`config.mk`:
```
export PLATFORM = sky130hd
export DESIGN_NAME = vga_timing_gen
export DESIGN_NICKNAME = d
export VERILOG_FILES = /design/src/rtl/vga_timing_pkg.sv /design/src/rtl/vga_axis_counter.sv /design/src/rtl/vga_timing_gen.sv
export SDC_FILE = /design/constraint.sdc
export NUM_CORES = 1
export LEC_CHECK = 0
export CAP_MARGIN = 10
export CORE_MARGIN = 3
export CORE_UTILIZATION = 45
export DETAILED_ROUTE_END_ITERATION = 7
export PLACE_DENSITY_LB_ADDON = 0.3
export SETUP_SLACK_MARGIN = 0.4
export SLEW_MARGIN = 0
export SYNTH_ARGS = -nofsm -noshare
export SYNTH_HDL_FRONTEND = slang
export SYNTH_HIERARCHICAL = 1
export SYNTH_SLANG_ARGS = --single-unit
```
`constraint.sdc`:
```
create_clock -name vga_clk -period 2.95 [get_ports vga_clk]
set_input_delay 0.295 -clock vga_clk [delete_from_list [all_inputs] [get_ports vga_clk]]
set_output_delay 0.295 -clock vga_clk [all_outputs]
set_load 0.005 [all_outputs]
```
`src/rtl/vga_timing_pkg.sv`:
```
// Default 640x480@60 raster constants and the coordinate type shared by
// the timing generator and its counters.
package vga_timing_pkg;

    localparam int H_VISIBLE_DEF = 640;
    localparam int H_FRONT_DEF   = 16;
    localparam int H_SYNC_DEF    = 96;
    localparam int H_BACK_DEF    = 48;
    localparam int V_VISIBLE_DEF = 480;
    localparam int V_FRONT_DEF   = 10;
    localparam int V_SYNC_DEF    = 2;
    localparam int V_BACK_DEF    = 33;

    localparam int H_TOTAL_DEF = H_VISIBLE_DEF + H_FRONT_DEF + H_SYNC_DEF + H_BACK_DEF;
    localparam int V_TOTAL_DEF = V_VISIBLE_DEF + V_FRONT_DEF + V_SYNC_DEF + V_BACK_DEF;

    localparam int COORD_W = 10;
    typedef logic [COORD_W-1:0] coord_t;

endpackage

```
`src/rtl/vga_axis_counter.sv`:
```
// Wrap-at-limit counter for one raster axis. Exposes the next value so the
// parent can register decoded outputs in step with the count itself.
module vga_axis_counter
    import vga_timing_pkg::*;
#(
    parameter int LIMIT = H_TOTAL_DEF
) (
    input  logic   clk,
    input  logic   rst_n,
    input  logic   en,
    output coord_t count,
    output coord_t count_next,
    output logic   carry
);

    localparam coord_t LAST = coord_t'(LIMIT - 1);

    always_comb begin
        carry      = en && (count == LAST);
        count_next = count;
        if (en) begin
            count_next = (count == LAST) ? '0 : count + coord_t'(1);
        end
    end

    always_ff @(posedge clk or negedge rst_n) begin
        if (!rst_n) begin
            count <= '0;
        end else begin
            count <= count_next;
        end
    end

endmodule

```
`src/rtl/vga_timing_gen.sv`:
```
// VGA raster timing: coordinates, active-low syncs, display enable, frame and
// vblank strobes, and a frame counter, all registered with zero relative skew.
module vga_timing_gen
    import vga_timing_pkg::*;
#(
    parameter int H_VISIBLE = H_VISIBLE_DEF,
    parameter int H_FRONT   = H_FRONT_DEF,
    parameter int H_SYNC    = H_SYNC_DEF,
    parameter int H_BACK    = H_BACK_DEF,
    parameter int V_VISIBLE = V_VISIBLE_DEF,
    parameter int V_FRONT   = V_FRONT_DEF,
    parameter int V_SYNC    = V_SYNC_DEF,
    parameter int V_BACK    = V_BACK_DEF
) (
    input  logic       vga_clk,
    input  logic       reset_n,
    output logic [9:0] DrawX,
    output logic [9:0] DrawY,
    output logic       hs,
    output logic       vs,
    output logic       blank,
    output logic       frame_start,
    output logic       vblank_start,
    output logic [7:0] frame_count
);

    localparam int H_TOTAL = H_VISIBLE + H_FRONT + H_SYNC + H_BACK;
    localparam int V_TOTAL = V_VISIBLE + V_FRONT + V_SYNC + V_BACK;

    generate
        if (H_TOTAL > 1024 || V_TOTAL > 1024) begin : g_range_check
            $error("vga_timing_gen: raster totals must fit 10-bit counters");
        end
    endgenerate

    localparam coord_t HS_START = coord_t'(H_VISIBLE + H_FRONT);
    localparam coord_t HS_END   = coord_t'(H_VISIBLE + H_FRONT + H_SYNC);
    localparam coord_t VS_START = coord_t'(V_VISIBLE + V_FRONT);
    localparam coord_t VS_END   = coord_t'(V_VISIBLE + V_FRONT + V_SYNC);
    localparam coord_t H_VIS    = coord_t'(H_VISIBLE);
    localparam coord_t V_VIS    = coord_t'(V_VISIBLE);

    coord_t h_count, h_next, v_count, v_next;
    logic   h_carry, v_carry;

    vga_axis_counter #(.LIMIT(H_TOTAL)) u_h_counter (
        .clk        (vga_clk),
        .rst_n      (reset_n),
        .en         (1'b1),
        .count      (h_count),
        .count_next (h_next),
        .carry      (h_carry)
    );

    vga_axis_counter #(.LIMIT(V_TOTAL)) u_v_counter (
        .clk        (vga_clk),
        .rst_n      (reset_n),
        .en         (h_carry),
        .count      (v_count),
        .count_next (v_next),
        .carry      (v_carry)
    );

    assign DrawX = h_count;
    assign DrawY = v_count;

    // Decode from the next coordinates so each registered flag lands together
    // with the pixel it describes.
    always_ff @(posedge vga_clk or negedge reset_n) begin
        if (!reset_n) begin
            hs           <= 1'b1;
            vs           <= 1'b1;
            blank        <= 1'b1;
            frame_start  <= 1'b1;
            vblank_start <= 1'b0;
            frame_count  <= 8'd0;
        end else begin
            hs           <= !((h_next >= HS_START) && (h_next < HS_END));
            vs           <= !((v_next >= VS_START) && (v_next < VS_END));
            blank        <= (h_next < H_VIS) && (v_next < V_VIS);
            frame_start  <= (h_next == '0) && (v_next == '0);
            vblank_start <= (h_next == '0) && (v_next == V_VIS);
            if (h_carry && v_carry) begin
                frame_count <= frame_count + 8'd1;
            end
        end
    end

endmodule
```
==> run_summary.xml <==
<?xml version="1.0" encoding="UTF-8"?>
<metrics>
  <group name="status">
    <metric name="status" unit="">finished clean</metric>
  </group>
  <group name="logic_synthesis">
    <metric name="synth_ff_type" unit="">sky130_fd_sc_hd__dfrtp_1</metric>
    <metric name="synth_seq_cells" unit="">33</metric>
    <metric name="synth.yosys.seq_area_share" unit="">0.500</metric>
    <metric name="synth_edf_count" unit="">0</metric>
    <metric name="synth_async_sr_flop_share" unit="">1.00</metric>
    <metric name="netlist_area" unit="um^2">1660</metric>
    <metric name="synth_fp_nets" unit="">156</metric>
    <metric name="syn-mean-instance-area" unit="um^2">11.1</metric>
    <metric name="synth_top_area_frac" unit="">0.437</metric>
    <metric name="synthCells" unit="">150</metric>
    <metric name="synth.distinct_cells" unit="">44</metric>
    <metric name="yosysWarningCount" unit="">6</metric>
    <metric name="synthTopCellsByArea" unit="">sky130_fd_sc_hd__dfrtp_1 44%, sky130_fd_sc_hd__dfstp_2 6.3%, sky130_fd_sc_hd__xnor2_1 5.8%</metric>
    <metric name="synth_area_leader_cell" unit="">sky130_fd_sc_hd__dfrtp_1</metric>
  </group>
  <group name="timing">
    <metric name="finClkSkew" unit="ns">0.00469</metric>
    <metric name="rsz0062_at_grt" unit="">false</metric>
    <metric name="final.setup.tns" unit="ns">0</metric>
    <metric name="timing.final.crit_period" unit="ns">2.49</metric>
    <metric name="hold_slack" unit="ns">0.406</metric>
    <metric name="clock.fmax" unit="GHz">0.401</metric>
    <metric name="hold_viol" unit="">0</metric>
    <metric name="setup-violations-final" unit="">0</metric>
    <metric name="report.final.slew_viol_count" unit="">0</metric>
    <metric name="period_share" unit="">0.845</metric>
  </group>
  <group name="floorplanning">
    <metric name="die_width" unit="um">66.8</metric>
    <metric name="die_area" unit="um^2">4460</metric>
    <metric name="design.portCount" unit="">35</metric>
    <metric name="start_util" unit="">0.483</metric>
    <metric name="floorplan.die.height" unit="um">66.8</metric>
    <metric name="core_region" unit="um^2">3440</metric>
    <metric name="placement_rows" unit="">21</metric>
  </group>
  <group name="setup_path">
    <metric name="worstPathArrival" unit="ns">2.69</metric>
    <metric name="critPathMaxFanout" unit="">5</metric>
    <metric name="timing.critical_path.from_type" unit="">flip-flop</metric>
    <metric name="setup.worst_path.end_class" unit="">flip-flop</metric>
    <metric name="worstPathRequired" unit="ns">3.14</metric>
    <metric name="critical_path_class" unit="">flip-flop to flip-flop</metric>
  </group>
  <group name="routing">
    <metric name="drt-pass1-iter-count" unit="">4</metric>
    <metric name="detail_route.iter0.violations" unit="">96</metric>
    <metric name="final_antenna_net_count" unit="">0</metric>
    <metric name="route.final.wire_length" unit="um">4330</metric>
    <metric name="avgRoutedWirePerCell" unit="um">17.2</metric>
    <metric name="drc" unit="">0</metric>
    <metric name="via_count" unit="">1425</metric>
    <metric name="viasPerCell" unit="">5.65</metric>
  </group>
  <group name="cells_and_area">
    <metric name="fill_cells" unit="">246</metric>
    <metric name="area_growth" unit="%">45.0</metric>
    <metric name="layout-drive-gt1-share" unit="">0.301</metric>
    <metric name="utilization" unit="">0.700</metric>
    <metric name="most-common-layout-cells" unit="">34 x sky130_fd_sc_hd__clkdlybuf4s50_1, 27 x sky130_fd_sc_hd__dfrtp_1, 16 x sky130_fd_sc_hd__buf_4</metric>
    <metric name="antenna-diode-count" unit="">0</metric>
    <metric name="commonest_non_fill_non_tap_cell_in_the_layout" unit="">sky130_fd_sc_hd__clkdlybuf4s50_1</metric>
    <metric name="design.final.nets" unit="">211</metric>
  </group>
  <group name="grt">
    <metric name="grt_use_total" unit="">0.191</metric>
    <metric name="initial_antenna_violation_count" unit="">0</metric>
    <metric name="wire_length_of_the_first_global_routing_pass" unit="um">6400</metric>
    <metric name="grt_pass1_vias" unit="">1343</metric>
    <metric name="grt_max_degree" unit="">34</metric>
    <metric name="grt_remaining_overflow" unit="">0</metric>
  </group>
  <group name="power">
    <metric name="total_power" unit="mW">1.33</metric>
    <metric name="irDropWorstVdd" unit="mV">0.276</metric>
    <metric name="cellPowerDensity" unit="nW/um^2">554</metric>
    <metric name="power_leakage" unit="nW">1.01</metric>
  </group>
  <group name="clock_network">
    <metric name="numCtsBuffers" unit="">5</metric>
    <metric name="clk-insertion-delay-late" unit="ns">0.28</metric>
    <metric name="root_buffer" unit="">sky130_fd_sc_hd__clkbuf_8</metric>
    <metric name="clk_path_buf_depth" unit="">2</metric>
    <metric name="cts_max_level" unit="">2</metric>
    <metric name="cts_tree" unit="">built</metric>
    <metric name="clock_sink_count" unit="">33</metric>
    <metric name="cts.reportedPaths.clkPinSlew" unit="ns">0.07</metric>
  </group>
  <group name="place">
    <metric name="gp_congestion" unit="">0.927</metric>
    <metric name="place.port_buffers" unit="">34</metric>
    <metric name="dpl.hpwl" unit="um">2650</metric>
  </group>
  <group name="flow_run">
    <metric name="maxCapViolCount" unit="">0</metric>
  </group>
  <group name="hold_path">
    <metric name="hp-class" unit="">primary input to async pin</metric>
  </group>
</metrics>
where the power goes:
| group | leakage (nW) | total, mW | switching [mW] | internal, mW |
|---|---|---|---|---|
| registers | 0.412 | 0.571 | 0.0684 | 0.502 |
| clock network | 0.0585 | 0.433 | 0.158 | 0.275 |
| logic | 0.538 | 0.331 | 0.159 | 0.171 |
| total | 1.01 | 1.33 | 0.386 | 0.949 |
worst paths after layout:
| check | slack [ns] | to | start | cells after the start |
|---|---|---|---|---|
| min in group vga_clk | 0.47 | frame_count[7]$_DFFE_PN0P_ | frame_count[7]$_DFFE_PN0P_ | 1 |
| hold / removal | 0.41 | u_h_counter/count[6]$_DFF_PN0_ | reset_n | 2 |
| setup / recovery | 0.46 | vblank_start$_DFF_PN0_ | u_h_counter/count[7]$_DFF_PN0_ | 9 |
| hold reg to reg | 0.47 | frame_count[7]$_DFFE_PN0P_ | frame_count[7]$_DFFE_PN0P_ | 1 |
| max in group asynchronous | 2.23 | hs$_DFF_PN1_ | reset_n | 2 |
| setup reg to reg | 0.46 | vblank_start$_DFF_PN0_ | u_h_counter/count[7]$_DFF_PN0_ | 9 |
logic make-up (layout without fill, tap and decap cells):
group | count (synthesis) | after routing | share of synthesized area
flip-flops | 33 | 33 | 0.500
AO/OA/AOI/OAI | 17 | 17 | 0.0663
other | 1 | 1 | 0.00226
XOR/XNOR | 17 | 17 | 0.0896
AND/OR/NAND/NOR | 65 | 65 | 0.268
adder cells (fa/ha/maj) | 4 | 4 | 0.0301
multiplexers | 3 | 3 | 0.0196
buffers and inverters | 10 | 66 | 0.0241
critical path, cell delays in order, from the launching register on:
cell	delay [ns]
sky130_fd_sc_hd__dfrtp_1	0.43
sky130_fd_sc_hd__nand4bb_4	0.27
sky130_fd_sc_hd__nor4_4	0.35
sky130_fd_sc_hd__buf_6	0.17
sky130_fd_sc_hd__and4_4	0.27
sky130_fd_sc_hd__nand3_2	0.11
sky130_fd_sc_hd__xnor2_2	0.28
sky130_fd_sc_hd__nand4_1	0.15
sky130_fd_sc_hd__nor2_2	0.18
sky130_fd_sc_hd__nor4b_2	0.21
final cells by class:
type                    instances  area [um^2]  share of cell area
well taps                      46         57.6              0.0239
inverters                       7         26.3              0.0109
repair buffers                 51          472               0.196
multi-input cells             107          905               0.375
clock inverters                 1         30.0              0.0125
clock buffers                   7         86.3              0.0358
flip-flops and latches         33          833               0.346
routing by layer:
layer  track usage  wire length, um  part of all wire
met1         0.260             1870              0.43
met2         0.287             2110              0.49
met3        0.0556              282             0.065
met4        0.0685               65             0.015
met5             0                0                 0
Yosys cell counts (2+ instances only):
library cell / count
sky130_fd_sc_hd__nor4_2: 3
sky130_fd_sc_hd__or4_1: 2
sky130_fd_sc_hd__o311ai_1: 2
sky130_fd_sc_hd__nor3_1: 7
sky130_fd_sc_hd__buf_2: 2
sky130_fd_sc_hd__a21oi_1: 3
sky130_fd_sc_hd__o21ai_0: 2
sky130_fd_sc_hd__and3_1: 3
sky130_fd_sc_hd__dfrtp_1: 29
sky130_fd_sc_hd__nor3_2: 2
sky130_fd_sc_hd__xor2_1: 6
sky130_fd_sc_hd__dfstp_2: 4
sky130_fd_sc_hd__xnor2_1: 11
sky130_fd_sc_hd__ha_1: 4
sky130_fd_sc_hd__nand3_1: 4
sky130_fd_sc_hd__nand2_1: 9
sky130_fd_sc_hd__nand4_1: 13
sky130_fd_sc_hd__nor2_1: 7
sky130_fd_sc_hd__o31ai_1: 3
sky130_fd_sc_hd__inv_1: 7
sky130_fd_sc_hd__o21ai_1: 3
sky130_fd_sc_hd__mux2_2: 2
state kept, by name, summed over array words and instances, names as in the netlist:
name               count
u_h_counter/count     10
u_v_counter/count     10
frame_count            8
blank                  1
frame_start            1
hs                     1
vblank_start           1
vs                     1
per-stage QoR:
step	instances	cell area (um^2)	worst slack, ns
floorplan	150	1660	0.419
global placement	230	2070	0.432
detailed placement	230	2070	0.315
CTS	243	2240	0.469
global route	252	2410	0.300
finish	252	2410	0.456
what timing repair did:
action | CTS | global route
hold buffers | 0 | 0
gates resized for setup | 2 | 21
endpoints found under the setup margin | 3 | 4
pin swaps | 1 | 9
gates cloned | 0 | 0
buffers inserted | 5 | 9
No activity file was read; power rests on OpenSTA's default activity.
